`src/rtl/alu_defs_pkg.sv`:
```
// ALU function codes and MIPS-32 opcode/funct constants shared by decode and ALU.
package alu_defs_pkg;

  localparam logic [3:0] ALU_NONE = 4'h0;
  localparam logic [3:0] ALU_ADD  = 4'h1;
  localparam logic [3:0] ALU_SUB  = 4'h2;
  localparam logic [3:0] ALU_AND  = 4'h3;
  localparam logic [3:0] ALU_OR   = 4'h4;
  localparam logic [3:0] ALU_NOR  = 4'h5;
  localparam logic [3:0] ALU_SLT  = 4'h6;
  localparam logic [3:0] ALU_SLL  = 4'h7;
  localparam logic [3:0] ALU_SRL  = 4'h8;
  localparam logic [3:0] ALU_SRA  = 4'h9;
  localparam logic [3:0] ALU_ADDU = 4'hA;
  localparam logic [3:0] ALU_SUBU = 4'hB;

  localparam logic [5:0] OP_RTYPE = 6'h00;
  localparam logic [5:0] OP_ADDI  = 6'h08;
  localparam logic [5:0] OP_ADDIU = 6'h09;
  localparam logic [5:0] OP_SLTI  = 6'h0A;
  localparam logic [5:0] OP_ANDI  = 6'h0C;
  localparam logic [5:0] OP_ORI   = 6'h0D;

  localparam logic [5:0] FN_SLL  = 6'h00;
  localparam logic [5:0] FN_SRL  = 6'h02;
  localparam logic [5:0] FN_SRA  = 6'h03;
  localparam logic [5:0] FN_ADD  = 6'h20;
  localparam logic [5:0] FN_ADDU = 6'h21;
  localparam logic [5:0] FN_SUB  = 6'h22;
  localparam logic [5:0] FN_SUBU = 6'h23;
  localparam logic [5:0] FN_AND  = 6'h24;
  localparam logic [5:0] FN_OR   = 6'h25;
  localparam logic [5:0] FN_NOR  = 6'h27;
  localparam logic [5:0] FN_SLT  = 6'h2A;

  // Widen a 16-bit immediate, sign- or zero-extended.
  function automatic logic [31:0] ext_imm(input logic [15:0] imm, input logic sign);
    return sign ? {{16{imm[15]}}, imm} : {16'h0000, imm};
  endfunction

endpackage

```
`src/rtl/mips_regfile.sv`:
```
// 32x32 register file: two asynchronous read ports, one synchronous write port.
// $0 is hardwired to zero; writes to it are dropped.
module mips_regfile (
  input  logic        clk_i,
  input  logic        rst_ni,
  input  logic        we_i,
  input  logic [4:0]  waddr_i,
  input  logic [31:0] wdata_i,
  input  logic [4:0]  raddr_a_i,
  output logic [31:0] rdata_a_o,
  input  logic [4:0]  raddr_b_i,
  output logic [31:0] rdata_b_o
);

  logic [31:0] mem_q [32];

  // Write port; reset clears every entry.
  always_ff @(posedge clk_i or negedge rst_ni) begin
    if (!rst_ni) begin
      for (int i = 0; i < 32; i++) mem_q[i] <= '0;
    end else if (we_i && (waddr_i != 5'd0)) begin
      mem_q[waddr_i] <= wdata_i;
    end
  end

  // Read ports, with $0 forced to zero.
  always_comb begin
    rdata_a_o = (raddr_a_i == 5'd0) ? 32'd0 : mem_q[raddr_a_i];
    rdata_b_o = (raddr_b_i == 5'd0) ? 32'd0 : mem_q[raddr_b_i];
  end

endmodule

```
`src/rtl/decode_stage.sv`:
```
// MIPS-32 decode stage: decodes one instruction per cycle, reads operands
// (with write-back bypass) and registers them for the ALU on the next negedge.
module decode_stage
  import alu_defs_pkg::*;
(
  input  logic               clock,
  input  logic               reset_n,
  input  logic               instr_valid,
  input  logic [31:0]        instr,
  input  logic               stall,
  input  logic               wb_en,
  input  logic [4:0]         wb_addr,
  input  logic [31:0]        wb_data,
  output logic signed [31:0] rs,
  output logic [31:0]        rs_unsigned,
  output logic signed [31:0] rt,
  output logic [31:0]        rt_unsigned,
  output logic [3:0]         ALUOp,
  output logic [4:0]         shamt,
  output logic [4:0]         dest,
  output logic               ex_valid,
  output logic               illegal,
  output logic [7:0]         illegal_count
);

  logic [5:0]  opcode, funct;
  logic [4:0]  rs_idx, rt_idx, rd_idx;
  logic [31:0] rs_rd, rt_rd, rs_fwd, rt_fwd, rt_sel;

  logic        legal, use_imm, sext_imm;
  logic [3:0]  alu_dec;
  logic [4:0]  dest_dec, shamt_dec;

  logic [31:0] rs_q, rs_d, rt_q, rt_d;
  logic [3:0]  alu_q, alu_d;
  logic [4:0]  shamt_q, shamt_d, dest_q, dest_d;
  logic        ex_valid_q, ex_valid_d, illegal_q, illegal_d;
  logic [7:0]  cnt_q, cnt_d;

  assign opcode = instr[31:26];
  assign rs_idx = instr[25:21];
  assign rt_idx = instr[20:16];
  assign rd_idx = instr[15:11];
  assign funct  = instr[5:0];

  mips_regfile u_regfile (
    .clk_i     (clock),
    .rst_ni    (reset_n),
    .we_i      (wb_en),
    .waddr_i   (wb_addr),
    .wdata_i   (wb_data),
    .raddr_a_i (rs_idx),
    .rdata_a_o (rs_rd),
    .raddr_b_i (rt_idx),
    .rdata_b_o (rt_rd)
  );

  // Instruction decode into ALU function, destination and immediate handling.
  always_comb begin
    legal     = 1'b1;
    use_imm   = 1'b0;
    sext_imm  = 1'b0;
    alu_dec   = ALU_NONE;
    dest_dec  = rt_idx;
    shamt_dec = 5'd0;
    case (opcode)
      OP_RTYPE: begin
        dest_dec = rd_idx;
        case (funct)
          FN_ADD:  alu_dec = ALU_ADD;
          FN_ADDU: alu_dec = ALU_ADDU;
          FN_SUB:  alu_dec = ALU_SUB;
          FN_SUBU: alu_dec = ALU_SUBU;
          FN_AND:  alu_dec = ALU_AND;
          FN_OR:   alu_dec = ALU_OR;
          FN_NOR:  alu_dec = ALU_NOR;
          FN_SLT:  alu_dec = ALU_SLT;
          FN_SLL:  begin alu_dec = ALU_SLL; shamt_dec = instr[10:6]; end
          FN_SRL:  begin alu_dec = ALU_SRL; shamt_dec = instr[10:6]; end
          FN_SRA:  begin alu_dec = ALU_SRA; shamt_dec = instr[10:6]; end
          default: legal = 1'b0;
        endcase
      end
      OP_ADDI:  begin alu_dec = ALU_ADD;  use_imm = 1'b1; sext_imm = 1'b1; end
      OP_ADDIU: begin alu_dec = ALU_ADDU; use_imm = 1'b1; sext_imm = 1'b1; end
      OP_SLTI:  begin alu_dec = ALU_SLT;  use_imm = 1'b1; sext_imm = 1'b1; end
      OP_ANDI:  begin alu_dec = ALU_AND;  use_imm = 1'b1; end
      OP_ORI:   begin alu_dec = ALU_OR;   use_imm = 1'b1; end
      default:  legal = 1'b0;
    endcase
    if (!legal) begin
      alu_dec   = ALU_NONE;
      dest_dec  = 5'd0;
      shamt_dec = 5'd0;
    end
  end

  // Same-cycle write-through: a write to a source register this edge wins over the stale entry.
  always_comb begin
    rs_fwd = (wb_en && (wb_addr == rs_idx) && (rs_idx != 5'd0)) ? wb_data : rs_rd;
    rt_fwd = (wb_en && (wb_addr == rt_idx) && (rt_idx != 5'd0)) ? wb_data : rt_rd;
    rt_sel = use_imm ? ext_imm(instr[15:0], sext_imm) : rt_fwd;
  end

  // Next-state for the output registers: hold on stall, zero on bubble/illegal.
  always_comb begin
    rs_d       = rs_q;
    rt_d       = rt_q;
    alu_d      = alu_q;
    shamt_d    = shamt_q;
    dest_d     = dest_q;
    ex_valid_d = ex_valid_q;
    illegal_d  = 1'b0;
    cnt_d      = cnt_q;
    if (!stall) begin
      rs_d       = '0;
      rt_d       = '0;
      alu_d      = ALU_NONE;
      shamt_d    = '0;
      dest_d     = '0;
      ex_valid_d = 1'b0;
      if (instr_valid) begin
        if (legal) begin
          rs_d       = rs_fwd;
          rt_d       = rt_sel;
          alu_d      = alu_dec;
          shamt_d    = shamt_dec;
          dest_d     = dest_dec;
          ex_valid_d = 1'b1;
        end else begin
          illegal_d = 1'b1;
          if (cnt_q != 8'hFF) cnt_d = cnt_q + 8'd1;
        end
      end
    end
  end

  // Output register bank.
  always_ff @(posedge clock or negedge reset_n) begin
    if (!reset_n) begin
      rs_q       <= '0;
      rt_q       <= '0;
      alu_q      <= ALU_NONE;
      shamt_q    <= '0;
      dest_q     <= '0;
      ex_valid_q <= 1'b0;
      illegal_q  <= 1'b0;
      cnt_q      <= '0;
    end else begin
      rs_q       <= rs_d;
      rt_q       <= rt_d;
      alu_q      <= alu_d;
      shamt_q    <= shamt_d;
      dest_q     <= dest_d;
      ex_valid_q <= ex_valid_d;
      illegal_q  <= illegal_d;
      cnt_q      <= cnt_d;
    end
  end

  assign rs            = rs_q;
  assign rs_unsigned   = rs_q;
  assign rt            = rt_q;
  assign rt_unsigned   = rt_q;
  assign ALUOp         = alu_q;
  assign shamt         = shamt_q;
  assign dest          = dest_q;
  assign ex_valid      = ex_valid_q;
  assign illegal       = illegal_q;
  assign illegal_count = cnt_q;

endmodule

```
`config.mk`:
```
export PLATFORM = sky130hd
export DESIGN_NAME = decode_stage
export DESIGN_NICKNAME = d
export VERILOG_FILES = /design/src/rtl/alu_defs_pkg.sv /design/src/rtl/mips_regfile.sv /design/src/rtl/decode_stage.sv
export SDC_FILE = /design/constraint.sdc
export NUM_CORES = 2
export LEC_CHECK = 0
export ABC_AREA = 0
export CAP_MARGIN = 10
export CORE_MARGIN = 8
export CORE_UTILIZATION = 60
export CTS_CLUSTER_DIAMETER = 50
export DETAILED_ROUTE_END_ITERATION = 10
export PLACE_DENSITY = 0.79
export SLEW_MARGIN = 40
export SYNTH_ARGS = -nofsm -noshare
export SYNTH_HDL_FRONTEND = slang
export SYNTH_SLANG_ARGS = --single-unit
```
`constraint.sdc`:
```
create_clock -name clock -period 5.1 [get_ports clock]
set_clock_uncertainty 0.1 [all_clocks]
set_input_delay 1.02 -clock clock [delete_from_list [all_inputs] [get_ports clock]]
set_output_delay 1.02 -clock clock [all_outputs]
set_load 0.05 [all_outputs]
```
==> summary.md <==
| Metric | Value |
|---|---|
| Post-synth cell types | `53` |
| Fin crit share | `0.659` |
| Post_cts resized | `0` |
| Number of flops mapped to enable cells by yosys | `0` |
| Worst VDD drop | `0.272 mV` |
| Cells after Synth | `4133` |
| Rel. slew slack | `0.370` |
| Arr. time, crit path | `3.84 ns` |
| Min-delay worst type | `in2async` |
| DIE AREA | `108000 sq um` |
| Minimum clock period | `3.36 ns` |
| Endpoints failing setup | `0` |
| RSZ-0062 raised after global routing | `no` |
| CP Capture Type | `flop` |
| Setup repair bufs after CTS | `0` |
| CTS tree | `yes` |
| Async set or reset register ratio after synthesis | `1.00` |
| Max Freq | `0.298 GHz` |
| CP cell instances | `buf_2, buf_4, mux4_2, mux2i_1, nor2_1, a221oi_1, o21ai_0, a221o_1` |
| CTS Sinks | `1112` |
| Number of global-route vias before repair | `40.9k` |
| Slew Limit Fails | `0` |
| Final Hold Viols | `0` |
| Initial core utilization | `0.606` |
| Area contributors post-synth | `dfrtp_1 47%, mux2_2 19%, mux4_2 17%` |
| Post-synth top area share | `0.475` |
| Post-DRT Antenna Nets | `0` |
| GPL Wtd Cong | `0.902` |
| CP Max Fanout | `14` |
| Nets | `4197` |
| Total of max-cap violations | `0` |
| CTS Buf Count | `121` |
| Reg2reg start | `u_regfile.mem_q[911]$_DFFE_PN0P_` |
| FF-to-FF path depth | `6` |
| Syn Nets | `4208` |
| Gr usage total | `0.325` |
| Die X | `329 um` |
| Largest net degree at the start of global routing | `117` |
| Routed WL | `176000 um` |
| Worst path max stage delay | `0.55 ns` |
| WL per Instance | `32.0 um` |
| PD cells | `390 nW/um^2` |
| CP max stage cell | `mux2i_1` |
| Total power | `25.8 mW` |
| Mapped cell area | `58600 sq um` |
| Clock slew at reported path FFs | `0.06 ns` |
| Die Span Y | `329 um` |
| Initial DRC count | `4741` |
| Main flop type after synthesis | `dfrtp_1` |
| Synthesis-to-layout area growth | `12.8%` |
| FF+latch count, synth | `1112` |
| # IOs | `226` |
| Initial antenna violation count | `3` |
| Status | `complete, no violations` |
| Final hold slack | `0.203 ns` |
| Final Core Density | `0.684` |
| CTS root buf | `clkbuf_16` |
| Drt pass-1 iters | `6` |
| Worst endpoint required time | `5.59 ns` |
| H-tree Lvls | `3` |
| GR Overflow Total | `0` |
| Row count | `114` |
| CP delay by family, top | `compound AO/OA/AOI/OAI gates` |
| PortBufs | `225` |
| Reg2reg setup slack | `2.34 ns` |
| Worst-margin pin slew | `0.941 ns` |
| Cell taking the most area after synthesis | `dfrtp_1` |
| Hold_buf cts | `0` |
| Core Box Area | `96700 sq um` |
| Buf+Inv Stages, Crit Path | `2` |
| Hpwl dp | `109000 um` |
| Leakage power | `28.6 nW` |
| Clock Path Buffers | `3` |
| Startpoint Class | `primary input` |
| Post-synthesis sequential area ratio | `0.475` |
| Worst-Skew Late Latency | `0.72 ns` |
| Layout cells sized above 1 | `0.452` |
| Kind of critical path | `in2reg` |
| Synthesis Warnings | `0` |
| Fin Setup TNS | `0 ns` |
| First-pass GRT wire length | `267000 um` |
| Vias post-DR | `39.7k` |
| Remaining DRCs | `0` |
| Critical Path Stages | `8` |
| Reg-to-reg endpoint | `rt[15]$_DFFE_PN0N_` |
| Avg Inst Size Synth | `14.2 sq um` |
| Drt via density | `7.22` |
[state kept, by name, summed over array words and instances (netlist names)]
| signal | cells |
|---|---|
| dest | 5 |
| shamt | 5 |
| ex_valid | 1 |
| u_regfile.mem_q | 1024 |
| illegal | 1 |
| ALUOp | 4 |
| rt | 32 |
| illegal_count | 8 |
| rs | 32 |
[power breakdown]
group / switching [mW] / internal [mW] / total (mW)
clock: 3.71 / 5.48 / 9.19
combinational: 2.07 / 2.89 / 4.96
sequential: 1.23 / 10.4 / 11.6
total: 7.00 / 18.8 / 25.8
[metrics by stage]
| stage | worst slack [ns] | cell area (sq um) | instances |
|---|---|---|---|
| 3_3_place_gp | 1.07 | 61900 | 5274 |
| 2_1_floorplan | 1.91 | 58600 | 4133 |
| 6_report | 1.74 | 66100 | 5500 |
| 3_5_place_dp | 0.897 | 61900 | 5275 |
| 5_1_grt | 1.67 | 66100 | 5499 |
| 4_1_cts | 1.59 | 66100 | 5498 |
[Yosys cell counts, drive strengths merged (3+ instances only)]
cell type and n:
a211oi 48, a21oi 60, a221oi 25, a222oi 7, a22o 23, a22oi 106
a311o 4, a31o 23, a31oi 7, and2 6, and3 18, and3b 3
buf 202, clkbuf 312, dfrtp 1112, mux2 994, mux2i 184, mux4 450
nand2 162, nand2b 16, nand3 48, nand3b 5, nand4 17, nor2 38
nor2b 50, nor3 23, nor3b 8, nor4 7, o211ai 3, o21ai 66
o22ai 63, o31ai 5, or2 5, or3 3, xnor2 16
[cells in the final DEF (no fill, tap or decap), drive strengths merged, types with 25 or more instances in the layout]
cell type      netlist  layout
nor2                38      38
nor2b               50      50
mux4               450     450
clkdlybuf4s50        0     197
a22oi              106     106
mux2               994     994
o22ai               63      63
a211oi              48      48
a221oi              25      25
clkbuf             312     171
o21ai               66      66
mux2i              184     184
nand3               48      48
nand2              162     162
clkinv               0      27
dfrtp             1112    1112
a21oi               60      60
buf                202     183
[layer usage]
metal  vias to the layer above  part of all wire  global-route usage
met5                         -          0.000068                   0
met4                         2             0.056               0.161
met3                       574              0.10              0.0750
met2                      2382              0.46               0.494
met1                     21000              0.38               0.443
li1                      15800                 -                   -
[cells by family after synthesis]
logic type,synth area share
xor+xnor,0.00254
mux,0.395
fa+ha+maj,0.000213
flops,0.475
compound gates,0.0528
simple gates,0.0348
buf+inv,0.0395
[cell type report]
cell class / count / area (sq um)
clock buffer: 171 / 3540
timing repair buffer: 380 / 3760
clock inverter: 52 / 659
sequential: 1112 / 27800
antenna: 2 / 5.00
multi-input combinational: 2505 / 28700
inverter: 2 / 7.51
tap: 1276 / 1600
fill: 6482 / 30600
[worst max path at each step]
stage,slack [ns],startpoint,end
floorplan,1.91,instr[16],rt[4]$_DFFE_PN0N_
global placement,1.07,wb_addr[4],u_regfile.mem_q[766]$_DFFE_PN0P_
detailed placement,0.90,wb_addr[4],u_regfile.mem_q[666]$_DFFE_PN0P_
CTS,1.59,wb_addr[4],u_regfile.mem_q[663]$_DFFE_PN0P_
global route,1.67,instr[27],rt[6]$_DFFE_PN0N_
finish,1.74,instr[18],rt[15]$_DFFE_PN0N_
Power figures use the tool's default switching activity.
